`src/rtl/eth_tx_arbiter_pkg.sv`:
```
// Shared types for the two-source Ethernet TX arbiter: stream beat, FSM state
// and source identifiers.
package eth_tx_arbiter_pkg;

  localparam int DATA_W  = 32;
  localparam int EMPTY_W = 2;

  typedef struct packed {
    logic [DATA_W-1:0]  data;
    logic               valid;
    logic               sop;
    logic               eop;
    logic [EMPTY_W-1:0] empty;
  } st_beat_t;

  typedef enum logic [1:0] {
    IDLE    = 2'd0,
    GNT_ARP = 2'd1,
    GNT_UDP = 2'd2
  } arb_state_t;

  typedef enum logic {
    SRC_ARP = 1'b0,
    SRC_UDP = 1'b1
  } src_t;

endpackage

```
`src/rtl/eth_tx_arbiter_if.sv`:
```
// Avalon-ST packet stream (data/valid/sop/eop/empty with ready backpressure).
interface eth_tx_arbiter_if;
  import eth_tx_arbiter_pkg::*;

  logic [DATA_W-1:0]  data;
  logic               valid;
  logic               sop;
  logic               eop;
  logic [EMPTY_W-1:0] empty;
  logic               ready;

  modport master (output data, valid, sop, eop, empty, input  ready);
  modport slave  (input  data, valid, sop, eop, empty, output ready);

endinterface

```
`src/rtl/eth_st_reg_slice.sv`:
```
// Single-entry output register: captures a beat when in_beat.valid is high and
// holds it until the sink takes it.
module eth_st_reg_slice
  import eth_tx_arbiter_pkg::*;
(
  input  logic     clk,
  input  logic     reset,
  input  st_beat_t in_beat,
  input  logic     out_ready,
  output st_beat_t out_beat
);

  // NOTE: data fields are reset as well as valid so the MAC never sees stale
  // X or a leftover sop/eop after reset; cost is negligible for one register.
  // NOTE: sequential state is written only with non-blocking assignments.
  always_ff @(posedge clk or posedge reset) begin
    if (reset) begin
      out_beat <= '0;
    end else if (in_beat.valid) begin
      out_beat <= in_beat;
    end else if (out_ready) begin
      out_beat.valid <= 1'b0;
    end
  end

endmodule

```
`src/rtl/eth_tx_arbiter.sv`:
```
// Packet-level round-robin merge of the ARP-reply and UDP-TX streams onto one
// MAC-side stream, with per-source packet counters and an orphan-beat counter.
module eth_tx_arbiter
  import eth_tx_arbiter_pkg::*;
#(
  parameter int CNT_W = 16
) (
  input  logic                clk,
  input  logic                reset,
  eth_tx_arbiter_if.slave     arp,
  eth_tx_arbiter_if.slave     udp,
  eth_tx_arbiter_if.master    avso,
  output logic [CNT_W-1:0]    arp_pkt_cnt,
  output logic [CNT_W-1:0]    udp_pkt_cnt,
  output logic [CNT_W-1:0]    drop_cnt,
  output logic                busy
);

  arb_state_t state, state_nxt;
  src_t       last_grant, last_grant_nxt;
  st_beat_t   sel_beat, out_beat;
  logic       arp_rdy, udp_rdy;
  logic       arp_done, udp_done;
  logic       slot_free;
  logic [1:0] drop_inc;

  assign slot_free = ~out_beat.valid | avso.ready;

  // NOTE: every signal driven here gets a default first so no path leaves it
  // unassigned, which would otherwise infer a latch.
  always_comb begin
    state_nxt      = state;
    last_grant_nxt = last_grant;
    arp_rdy        = 1'b0;
    udp_rdy        = 1'b0;
    arp_done       = 1'b0;
    udp_done       = 1'b0;
    drop_inc       = 2'd0;
    sel_beat       = '0;

    case (state)
      IDLE: begin
        // Mid-packet beats with no owner are swallowed; sop beats wait for grant.
        arp_rdy  = arp.valid & ~arp.sop;
        udp_rdy  = udp.valid & ~udp.sop;
        drop_inc = {1'b0, arp_rdy} + {1'b0, udp_rdy};
        if (arp.valid && arp.sop && udp.valid && udp.sop) begin
          state_nxt = (last_grant == SRC_UDP) ? GNT_ARP : GNT_UDP;
        end else if (arp.valid && arp.sop) begin
          state_nxt = GNT_ARP;
        end else if (udp.valid && udp.sop) begin
          state_nxt = GNT_UDP;
        end
      end

      GNT_ARP: begin
        arp_rdy = slot_free;
        if (arp.valid && slot_free) begin
          sel_beat = '{data: arp.data, valid: 1'b1, sop: arp.sop,
                       eop: arp.eop, empty: arp.empty};
          if (arp.eop) begin
            state_nxt      = IDLE;
            last_grant_nxt = SRC_ARP;
            arp_done       = 1'b1;
          end
        end
      end

      GNT_UDP: begin
        udp_rdy = slot_free;
        if (udp.valid && slot_free) begin
          sel_beat = '{data: udp.data, valid: 1'b1, sop: udp.sop,
                       eop: udp.eop, empty: udp.empty};
          if (udp.eop) begin
            state_nxt      = IDLE;
            last_grant_nxt = SRC_UDP;
            udp_done       = 1'b1;
          end
        end
      end

      default: state_nxt = IDLE;
    endcase
  end

  always_ff @(posedge clk or posedge reset) begin
    if (reset) begin
      state       <= IDLE;
      last_grant  <= SRC_UDP;
      arp_pkt_cnt <= '0;
      udp_pkt_cnt <= '0;
      drop_cnt    <= '0;
    end else begin
      state      <= state_nxt;
      last_grant <= last_grant_nxt;
      if (arp_done) arp_pkt_cnt <= arp_pkt_cnt + CNT_W'(1);
      if (udp_done) udp_pkt_cnt <= udp_pkt_cnt + CNT_W'(1);
      drop_cnt <= drop_cnt + CNT_W'(drop_inc);
    end
  end

  eth_st_reg_slice u_out_reg (
    .clk       (clk),
    .reset     (reset),
    .in_beat   (sel_beat),
    .out_ready (avso.ready),
    .out_beat  (out_beat)
  );

  // Readies are held low for the whole reset window, not just after it.
  assign arp.ready  = arp_rdy & ~reset;
  assign udp.ready  = udp_rdy & ~reset;

  assign avso.data  = out_beat.data;
  assign avso.valid = out_beat.valid;
  assign avso.sop   = out_beat.sop;
  assign avso.eop   = out_beat.eop;
  assign avso.empty = out_beat.empty;

  assign busy = (state != IDLE);

endmodule

```
`src/flat_wrapper.sv`:
```
// flat-port wrapper written by rule: the top's interface ports become plain ports
module eth_tx_arbiter_flat import eth_tx_arbiter_pkg::*;
#(
  parameter int CNT_W = 16
)
  (clk, reset, arp_pkt_cnt, udp_pkt_cnt, drop_cnt, busy, arp_data, arp_valid, arp_sop, arp_eop, arp_empty, arp_ready, udp_data, udp_valid, udp_sop, udp_eop, udp_empty, udp_ready, avso_data, avso_valid, avso_sop, avso_eop, avso_empty, avso_ready);
  eth_tx_arbiter_if arp_i ();
  eth_tx_arbiter_if udp_i ();
  eth_tx_arbiter_if avso_i ();
  input  logic clk;
  input  logic reset;
  output logic [CNT_W-1:0] arp_pkt_cnt;
  output logic [CNT_W-1:0] udp_pkt_cnt;
  output logic [CNT_W-1:0] drop_cnt;
  output logic busy;
  input wire logic [$bits(arp_i.data)-1:0] arp_data;
  input wire logic [$bits(arp_i.valid)-1:0] arp_valid;
  input wire logic [$bits(arp_i.sop)-1:0] arp_sop;
  input wire logic [$bits(arp_i.eop)-1:0] arp_eop;
  input wire logic [$bits(arp_i.empty)-1:0] arp_empty;
  output wire logic [$bits(arp_i.ready)-1:0] arp_ready;
  input wire logic [$bits(udp_i.data)-1:0] udp_data;
  input wire logic [$bits(udp_i.valid)-1:0] udp_valid;
  input wire logic [$bits(udp_i.sop)-1:0] udp_sop;
  input wire logic [$bits(udp_i.eop)-1:0] udp_eop;
  input wire logic [$bits(udp_i.empty)-1:0] udp_empty;
  output wire logic [$bits(udp_i.ready)-1:0] udp_ready;
  output wire logic [$bits(avso_i.data)-1:0] avso_data;
  output wire logic [$bits(avso_i.valid)-1:0] avso_valid;
  output wire logic [$bits(avso_i.sop)-1:0] avso_sop;
  output wire logic [$bits(avso_i.eop)-1:0] avso_eop;
  output wire logic [$bits(avso_i.empty)-1:0] avso_empty;
  input wire logic [$bits(avso_i.ready)-1:0] avso_ready;
  assign arp_i.data = arp_data;
  assign arp_i.valid = arp_valid;
  assign arp_i.sop = arp_sop;
  assign arp_i.eop = arp_eop;
  assign arp_i.empty = arp_empty;
  assign arp_ready = arp_i.ready;
  assign udp_i.data = udp_data;
  assign udp_i.valid = udp_valid;
  assign udp_i.sop = udp_sop;
  assign udp_i.eop = udp_eop;
  assign udp_i.empty = udp_empty;
  assign udp_ready = udp_i.ready;
  assign avso_data = avso_i.data;
  assign avso_valid = avso_i.valid;
  assign avso_sop = avso_i.sop;
  assign avso_eop = avso_i.eop;
  assign avso_empty = avso_i.empty;
  assign avso_i.ready = avso_ready;
  eth_tx_arbiter #(.CNT_W(CNT_W)) u_core (.clk(clk), .reset(reset), .arp(arp_i), .udp(udp_i), .avso(avso_i), .arp_pkt_cnt(arp_pkt_cnt), .udp_pkt_cnt(udp_pkt_cnt), .drop_cnt(drop_cnt), .busy(busy));
endmodule
```
`config.mk`:
```
export PLATFORM = sky130hd
export DESIGN_NAME = eth_tx_arbiter_flat
export DESIGN_NICKNAME = d
export VERILOG_FILES = /design/src/rtl/eth_tx_arbiter_pkg.sv /design/src/rtl/eth_tx_arbiter_if.sv /design/src/rtl/eth_st_reg_slice.sv /design/src/rtl/eth_tx_arbiter.sv /design/src/flat_wrapper.sv
export SDC_FILE = /design/constraint.sdc
export NUM_CORES = 1
export LEC_CHECK = 0
export BUFFER_PORTS_ARGS = -buffer_cell sky130_fd_sc_hd__buf_4
export CORE_ASPECT_RATIO = 1.2
export CORE_MARGIN = 5
export CORE_UTILIZATION = 49
export CTS_BUF_LIST = sky130_fd_sc_hd__clkbuf_8 sky130_fd_sc_hd__clkbuf_16
export CTS_CLUSTER_DIAMETER = 30
export DETAILED_ROUTE_END_ITERATION = 7
export PLACE_DENSITY = 0.81
export SYNTH_ARGS = -nofsm -noshare
export SYNTH_HDL_FRONTEND = slang
export SYNTH_SLANG_ARGS = --single-unit
export TNS_END_PERCENT = 10
```
`constraint.sdc`:
```
create_clock -name clk -period 3.8 [get_ports clk]
set_clock_uncertainty 0.05 [all_clocks]
set_input_delay 0.76 -clock clk [delete_from_list [all_inputs] [get_ports clk]]
set_output_delay 0.76 -clock clk [all_outputs]
set_load 0.01 [all_outputs]
```
==> impl_metrics.tcl, run 1 <==
set metrics [dict create \
    synth_area_um2 4150 \
    synth_cell_type_count 41 \
    grt_overflow 0 \
    holdWs_ns 0.424 \
    tightest_slew_ns 0.920 \
    syn_avg_cell_area_um2 11.8 \
    cts_made_buffers 9 \
    root_buffer "clkbuf_8" \
    place.gp.congestion 0.839 \
    cts.path.max_buffers 2 \
    synthCells 353 \
    async_flop_share_pct 100 \
    synth_area_leaders "dfrtp_1 52%, a22o_1 14%, xnor2_1 6.3%, xor2_1 3.0%, nand3_1 2.7%" \
    syn_nets 439 \
    htree_levels 3 \
    ys_ff_latch 88 \
    synth_top_flop_cell "dfrtp_1" \
    drtIter0Drc 121 \
    grt_pass1_vias 3542 \
    synth.top_cell.area_share_pct 52.4 \
    grt_max_degree 52 \
    start_kind "input pin" \
    final_nets 601 \
    setup_viol 0 \
    yosysSeqAreaShare_pct 53.0 \
    status "finished, final reports clean" \
    clock_latency_ns 0.35 \
    finalPower_w 0.00357 \
    post-route-period-util_pct 67.8 \
    clock.fmax_mhz 388 \
    hold_buffers 0 \
    finalCriticalPeriod_ns 2.58 \
    coreArea_um2 8200 \
    path_cells "buf_4 -> nor2b_1 -> ha_1 -> and2_1 -> ha_1 -> inv_1 -> fa_1 -> nor2b_1 -> nand4_1 -> xnor2_1" \
    route.detailed.drc 0 \
    rows 36 \
    hpwl_um 8090 \
    first_pass_iters 4 \
    cts_resized 0 \
    clk_pin_slew_ns 0.08 \
    cts_tree "built" \
    hold_violations 0 \
    rsz0062_at_grt "false" \
    critical-path-top-delay-family "simple AND/OR/NAND/NOR gates" \
    fillers 654 \
    crit_path_max_fanout 6 \
    worst-path-buf-inv 2 \
    antenna_found_initial 0 \
    drive_gt1_share_pct 37.9 \
    postRouteAntennaNets 0 \
    wl_um 10500 \
    hold_path_class "register to register" \
    drv_cap 0 \
    worstPathRequired_ns 3.99 \
    critPathArrivalTime_ns 2.77 \
    synth_area_leader_cell "dfrtp_1" \
    start_util_pct 50.7 \
    diodes 0 \
    critPathKind "input pin to register" \
    crit_path_end_kind "register" \
    setup-tns-final_ns 0 \
    num_vias 3340 \
    ir_drop_uv 318 \
    grt_util_all_layers_pct 21.1 \
    die_width_um 94.1 \
    power_density_nw_per_um2 631 \
    fin_cells 634 \
    synth_edf_count 0 \
    area_delta_synth_final_pct 36.1 \
    ys_warn_count 0 \
    postLayoutCoreUtil_pct 69.0 \
    cts.sinks 88 \
    ios 165 \
    die-area_um2 10400 \
    chipHeight_um 111 \
    p_leak_nw 2.87 \
    routedWlPerCell_um 16.6 \
    via_per_inst 5.27 \
    post_cts_buffers 0 \
    slew_violations 0 \
    post-place-cells 618 \
    cp_slowest_stage_delay_ns 0.41 \
    slowest_stage "nor2b_1" \
    grt_pass1_wl_um 17300 \
    port_buffers 164 \
    max_slew_margin_pct 38.4 \
]
==> Yosys cell counts, drive strengths merged (6+ instances only) <==
cell type  number
dfrtp          87
inv            13
nand4          10
a22o           68
xor2           14
clkbuf          6
nand2          23
nor3            9
nor2            9
ha              8
and3            6
xnor2          30
buf            12
and4            6
nand3          22
==> worst paths after layout <==
path	start	end	slack, ns	cells past startpoint
max	arp_valid	u_core.drop_cnt[6]	1.22	10
max reg2reg	u_core.state[0]	u_core.drop_cnt[6]	1.35	9
min	u_core.udp_pkt_cnt[15]	u_core.udp_pkt_cnt[15]	0.42	1
min reg2reg	u_core.udp_pkt_cnt[15]	u_core.udp_pkt_cnt[15]	0.42	1
max in group asynchronous	reset	u_core.u_out_reg.out_beat[8]	2.40	3
min in group asynchronous	reset	u_core.drop_cnt[6]	0.52	2
==> cells by family after synthesis <==
kind of cell,Yosys count,share of synthesized area [%]
and+or+nand+nor,95,12.7
DFF,88,53.0
AOI/OAI and AO/OA,81,17.0
xor gates and xnor gates,44,9.28
buffers and inverters,31,3.83
adders and majority gates,9,2.89
muxes,5,1.27
==> registers in the layout (all words and copies together), names as in the netlist <==
register,cells
u_core.drop_cnt,16
u_core.u_out_reg.out_beat,37
u_core.state,2
u_core.arp_pkt_cnt,16
u_core.last_grant,1
u_core.udp_pkt_cnt,16
==> report_power, final <==
| group | switching (W) | internal, W | total, W |
|---|---|---|---|
| Clock | 0.000309 | 0.000333 | 0.000643 |
| Combinational | 0.000763 | 0.000758 | 0.00152 |
| Sequential | 0.000203 | 0.00120 | 0.00141 |
| Total | 0.00128 | 0.00229 | 0.00357 |
==> cells in the final DEF (no fill, tap or decap), types with 2 or more instances in the layout <==
| cell | instances |
|---|---|
| inv_1 | 14 |
| mux2_2 | 2 |
| a32oi_1 | 2 |
| nor3_2 | 2 |
| buf_4 | 169 |
| nand2_1 | 22 |
| clkbuf_8 | 11 |
| nor3_1 | 7 |
| xor2_1 | 14 |
| mux2i_1 | 3 |
| a22o_1 | 68 |
| nand3_1 | 22 |
| xnor2_1 | 30 |
| and4_1 | 6 |
| ha_1 | 8 |
| dfrtp_1 | 87 |
| nor2_1 | 8 |
| a22oi_1 | 2 |
| and3_1 | 6 |
| nand4_1 | 10 |
| clkinv_2 | 3 |
| nor2b_1 | 4 |
| and2_1 | 2 |
==> through the flow <==
step	instance area, um2	setup WS, ns
finish	5660	1.22
global route	5660	1.09
CTS	5660	1.23
global placement	5460	0.946
detailed placement	5460	0.848
floorplan	4150	0.713
==> final cells by class <==
cell class | count | area [um2] | area share (%)
Clock buffer | 11 | 151 | 2.68
Clock inverter | 5 | 47.5 | 0.841
Inverter | 13 | 50.0 | 0.885
Multi-Input combinational cell | 234 | 1790 | 31.7
Sequential cell | 88 | 2200 | 39.0
Tap cell | 114 | 143 | 2.52
Timing Repair Buffer | 169 | 1270 | 22.4
==> routing by layer <==
layer	vias to the layer above	part of all wire [%]	wire length [um]	global-route usage, %
li1	1609	-	-	-
met1	1592	40	4220	25.7
met2	125	49	5170	34.2
met3	14	9.0	943	7.88
met4	0	1.8	188	7.03
met5	-	0	0	0
Note: power is estimated with default switching activity, not from simulation.
==> run 2, diff against run 1 <==
- clock period: 3.8 -> 2.4 ns (I/O delays scaled with it)
==> impl_metrics.tcl, run 2 (synthesis results as in run 1) <==
set metrics [dict create \
    final_common_cell "buf_4" \
    postRouteAntennaNets 0 \
    coreArea_um2 8200 \
    start_util_pct 50.7 \
    grt_pass1_wl_um 17700 \
    p_seq_share_pct 39.3 \
    status "finished, final reports clean" \
    finalPower_w 0.00570 \
    die_width_um 94.1 \
    largest_register_ffs 37 \
    setup-tns-final_ns 0 \
    antenna_found_initial 0 \
    regMostFlops "u_core.u_out_reg.out_beat" \
    crit_path_end_kind "register" \
    clock_latency_ns 0.35 \
    clkPwrFrac_pct 17.3 \
    fin_cells 639 \
    drtIter0Drc 181 \
    fillers 648 \
    wl_um 10700 \
    post_cts_buffers 0 \
    setup_viol 0 \
    crit_path_max_fanout 6 \
    max_slew_margin_pct 65.9 \
    hold_path_class "input pin to asynchronous set/reset pin" \
    port_buffers 164 \
    drv_cap 0 \
    root_buffer "clkbuf_8" \
    rsz0062_at_grt "false" \
    postLayoutSetupSlackWorst_ns 0.269 \
    route.detailed.drc 0 \
    place_ws_ns -0.0864 \
    die-area_um2 10400 \
    num_vias 3410 \
    pwr-share-comb_pct 43.4 \
    via_per_inst 5.34 \
    slew_violations 0 \
    diodes 0 \
    cts_tree "built" \
    ir_drop_uv 659 \
    area_delta_synth_final_pct 37.9 \
    clk_pin_slew_ns 0.08 \
    final_nets 607 \
    p_sw_share_pct 35.8 \
    clock.fmax_mhz 469 \
    power_density_nw_per_um2 994 \
    drive_gt1_share_pct 38.5 \
    cts_resized 0 \
    switching_power_w 0.00204 \
    first_pass_iters 4 \
    grt_util_all_layers_pct 21.4 \
    hold_violations 0 \
    post-place-cells 624 \
    post-route-period-util_pct 88.8 \
    routedWlPerCell_um 16.7 \
    grt_overflow 0 \
    place.gp.congestion 0.807 \
    tightest_slew_ns 0.511 \
    critPathArrivalTime_ns 2.32 \
    finalCriticalPeriod_ns 2.13 \
    grt_pass1_vias 3581 \
    final_cell_mix "172 x buf_4, 87 x dfrtp_1, 68 x a22o_1, 30 x xnor2_1" \
    p_leak_nw 2.90 \
    hpwl_um 8190 \
    start_kind "register" \
    cts_made_buffers 9 \
    cts.path.max_buffers 2 \
    worstPathRequired_ns 2.59 \
    cts.sinks 88 \
    htree_levels 3 \
    hold_buffers 0 \
    critPathKind "register to register" \
    cell_internal_pwr_w 0.00366 \
    ios 165 \
    chipHeight_um 111 \
    rows 36 \
    grt_max_degree 45 \
]
-- run 2: worst paths after layout --
path | start | to | slack (ns) | cells after the start
min in group clk | udp_eop | u_core.udp_pkt_cnt[2] | 0.38 | 3
hold / removal | reset | u_core.state[1] | 0.12 | 2
hold reg to reg | u_core.arp_pkt_cnt[15] | u_core.arp_pkt_cnt[15] | 0.43 | 1
setup / recovery | u_core.state[1] | u_core.drop_cnt[6] | 0.27 | 10
setup reg to reg | u_core.state[1] | u_core.drop_cnt[6] | 0.27 | 10
max in group asynchronous | reset | u_core.drop_cnt[8] | 1.61 | 3
-- run 2: critical path, cell delays in order, from the launching register on --
cell     delay, ns
dfrtp_1       0.39
inv_1         0.11
ha_1          0.18
and2_1        0.14
ha_1          0.16
inv_1         0.05
fa_1          0.40
nor2b_1       0.13
buf_4         0.15
nand4_1       0.11
xnor2_1       0.14
-- run 2: per-layer routing --
metal	global-route usage [%]	vias up	wire (um)
met3	7.94	17	942
met4	6.94	0	204
met5	0	-	0
li1	-	1618	-
met2	34.3	145	5260
met1	26.7	1630	4250
-- run 2: layout make-up --
type                       count  area [um2]  share of cell area [%]
clock buffer                  10         138                    2.40
clock inverter                 5        50.0                   0.874
inverter                      13        52.6                   0.917
multi-input combinational    234        1790                    31.3
sequential                    88        2200                    38.5
tap                          114         143                    2.49
timing repair buffer         175        1350                    23.6
-- run 2: stage by stage --
stage               hold slack, ns  util [%]  cell area (um2)
finish                       0.122      69.9             5730
global route                 0.146      69.9             5730
CTS                          0.126      69.9             5730
detailed placement           0.414      67.6             5540
global placement             0.410      67.6             5540
floorplan                    0.454         -             4160
-- run 2: power by group through the flow --
stage	sequential, W	combinational [W]	clock, W
6_report	0.00224	0.00247	0.000986
5_1_grt	0.00230	0.00273	0.00106
4_1_cts	0.00224	0.00250	0.00101
3_5_place_dp	0.00223	0.00253	0
3_3_place_gp	0.00224	0.00245	0
2_1_floorplan	0.00237	0.00128	0
==> run 3, diff against run 2 <==
- CTS_BUF_LIST: sky130_fd_sc_hd__clkbuf_8 sky130_fd_sc_hd__clkbuf_16 -> not set
==> impl_metrics.tcl, run 3 (synthesis results as in run 1) <==
set metrics [dict create \
    status "finished, final reports clean" \
    hpwl_um 8190 \
    multiInputGateArea_um2 1790 \
    grt_util_all_layers_pct 21.4 \
    route.detailed.drc 0 \
    switching_power_w 0.00204 \
    drtIter0Drc 181 \
    p_sw_share_pct 35.7 \
    via_per_inst 5.34 \
    postLayoutSetupSlackWorst_ns 0.270 \
    postLayoutCoreUtil_pct 69.9 \
    fin_cells 639 \
    area_delta_synth_final_pct 37.9 \
    finalCriticalPeriod_ns 2.13 \
    antenna_found_initial 0 \
    post-place-cells 624 \
    regMostFlops "u_core.u_out_reg.out_beat" \
    timing.rr.start "u_core.state[1]" \
    ir_drop_uv 660 \
    die_width_um 94.1 \
    critPathKind "register to register" \
    worst-path-buf-inv 3 \
    place.gp.congestion 0.807 \
    num_vias 3414 \
    place_ws_ns -0.0864 \
    grt_pass1_vias 3581 \
    largest_register_ffs 37 \
    fillers 648 \
    grt_max_degree 45 \
    postRouteAntennaNets 0 \
    grt_pass1_wl_um 17700 \
    first_pass_iters 5 \
    setup-tns-final_ns 0 \
    cts_resized 0 \
    crit_path_end_kind "register" \
    power_density_nw_per_um2 995 \
    clk_pin_slew_ns 0.08 \
    root_buffer "clkbuf_8" \
    wl_um 10600 \
    routedWlPerCell_um 16.7 \
    cts.path.max_buffers 2 \
    chipHeight_um 111 \
    worstPathRequired_ns 2.59 \
    reg2reg_to "u_core.drop_cnt[6]" \
    seqCellArea_um2 2200 \
    slowest_stage "fa_1" \
    critical-path-top-delay-family "adder cells" \
    final_common_cell "buf_4" \
    critPathLaunch "u_core.state[1]" \
    rows 36 \
    tightest_slew_ns 0.511 \
    cts.sinks 88 \
    rr_worst_depth 10 \
    hold_buffers 0 \
    final_nets 607 \
    cell_internal_pwr_w 0.00366 \
    cts_made_buffers 9 \
    crit_path_max_fanout 6 \
    critPathArrivalTime_ns 2.32 \
    slew_violations 0 \
    grt_overflow 0 \
    path_cells "inv_1 -> ha_1 -> and2_1 -> ha_1 -> inv_1 -> fa_1 -> nor2b_1 -> buf_4 -> nand4_1 -> xnor2_1" \
    htree_levels 3 \
    p_seq_share_pct 39.2 \
    clock.fmax_mhz 470 \
    drv_cap 0 \
    die-area_um2 10400 \
    path_depth 10 \
    clock_latency_ns 0.35 \
    cts_tree "built" \
    p_leak_nw 2.89 \
    coreArea_um2 8200 \
    setup_viol 0 \
    pwr-share-comb_pct 43.3 \
    clkPwrFrac_pct 17.4 \
    r2r_slack_ns 0.27 \
    start_util_pct 50.7 \
    final_cell_mix "172 x buf_4, 87 x dfrtp_1, 68 x a22o_1, 30 x xnor2_1" \
    max_slew_margin_pct 65.9 \
    hold_violations 0 \
    start_kind "register" \
    port_buffers 164 \
    cp_slowest_stage_delay_ns 0.40 \
    hold_path_class "input pin to asynchronous set/reset pin" \
    rsz0062_at_grt "false" \
    diodes 0 \
    ios 165 \
    post_cts_buffers 0 \
    post-route-period-util_pct 88.7 \
    drive_gt1_share_pct 38.5 \
]
==> run 3: cell count changes in the layout (fill, tap and decap cells not counted) <==
cell and delta:
clkbuf_1 +2, inv_1 -2
==> run 3: final cells by class <==
| type | count | share of cell area, % |
|---|---|---|
| repair buffers | 175 | 23.6 |
| multi-input cells | 234 | 31.3 |
| clock inverters | 3 | 0.743 |
| well taps | 114 | 2.49 |
| clock buffers | 12 | 2.53 |
| inverters | 13 | 0.917 |
| flip-flops and latches | 88 | 38.5 |
==> run 3: worst max path at each step <==
stage	endpoint
after global routing	u_core.drop_cnt[6]
final	u_core.drop_cnt[6]
after global placement	u_core.drop_cnt[6]
after floorplan	u_core.drop_cnt[6]
after CTS	udp_ready
after detailed placement	u_core.drop_cnt[6]
==> run 3: per-layer routing <==
metal | GRT usage [%] | part of all wire, % | up-vias
met4 | 6.94 | 1.9 | 0
met2 | 34.3 | 49 | 146
li1 | - | - | 1618
met5 | 0 | 0 | -
met1 | 26.7 | 40 | 1636
met3 | 7.94 | 8.9 | 14
==> run 3: power groups by stage <==
stage / combinational, W / clock, W / sequential (W)
floorplan: 0.00128 / 0 / 0.00237
global placement: 0.00245 / 0 / 0.00224
detailed placement: 0.00253 / 0 / 0.00223
CTS: 0.00250 / 0.00101 / 0.00224
global route: 0.00273 / 0.00107 / 0.00230
finish: 0.00247 / 0.000995 / 0.00224
==> run 3: through the flow <==
step	power [W]	area, um2	hold slack (ns)
global route	0.00610	5730	0.146
detailed placement	0.00476	5540	0.414
CTS	0.00575	5730	0.126
global placement	0.00469	5540	0.410
floorplan	0.00365	4160	0.454
finish	0.00570	5730	0.122
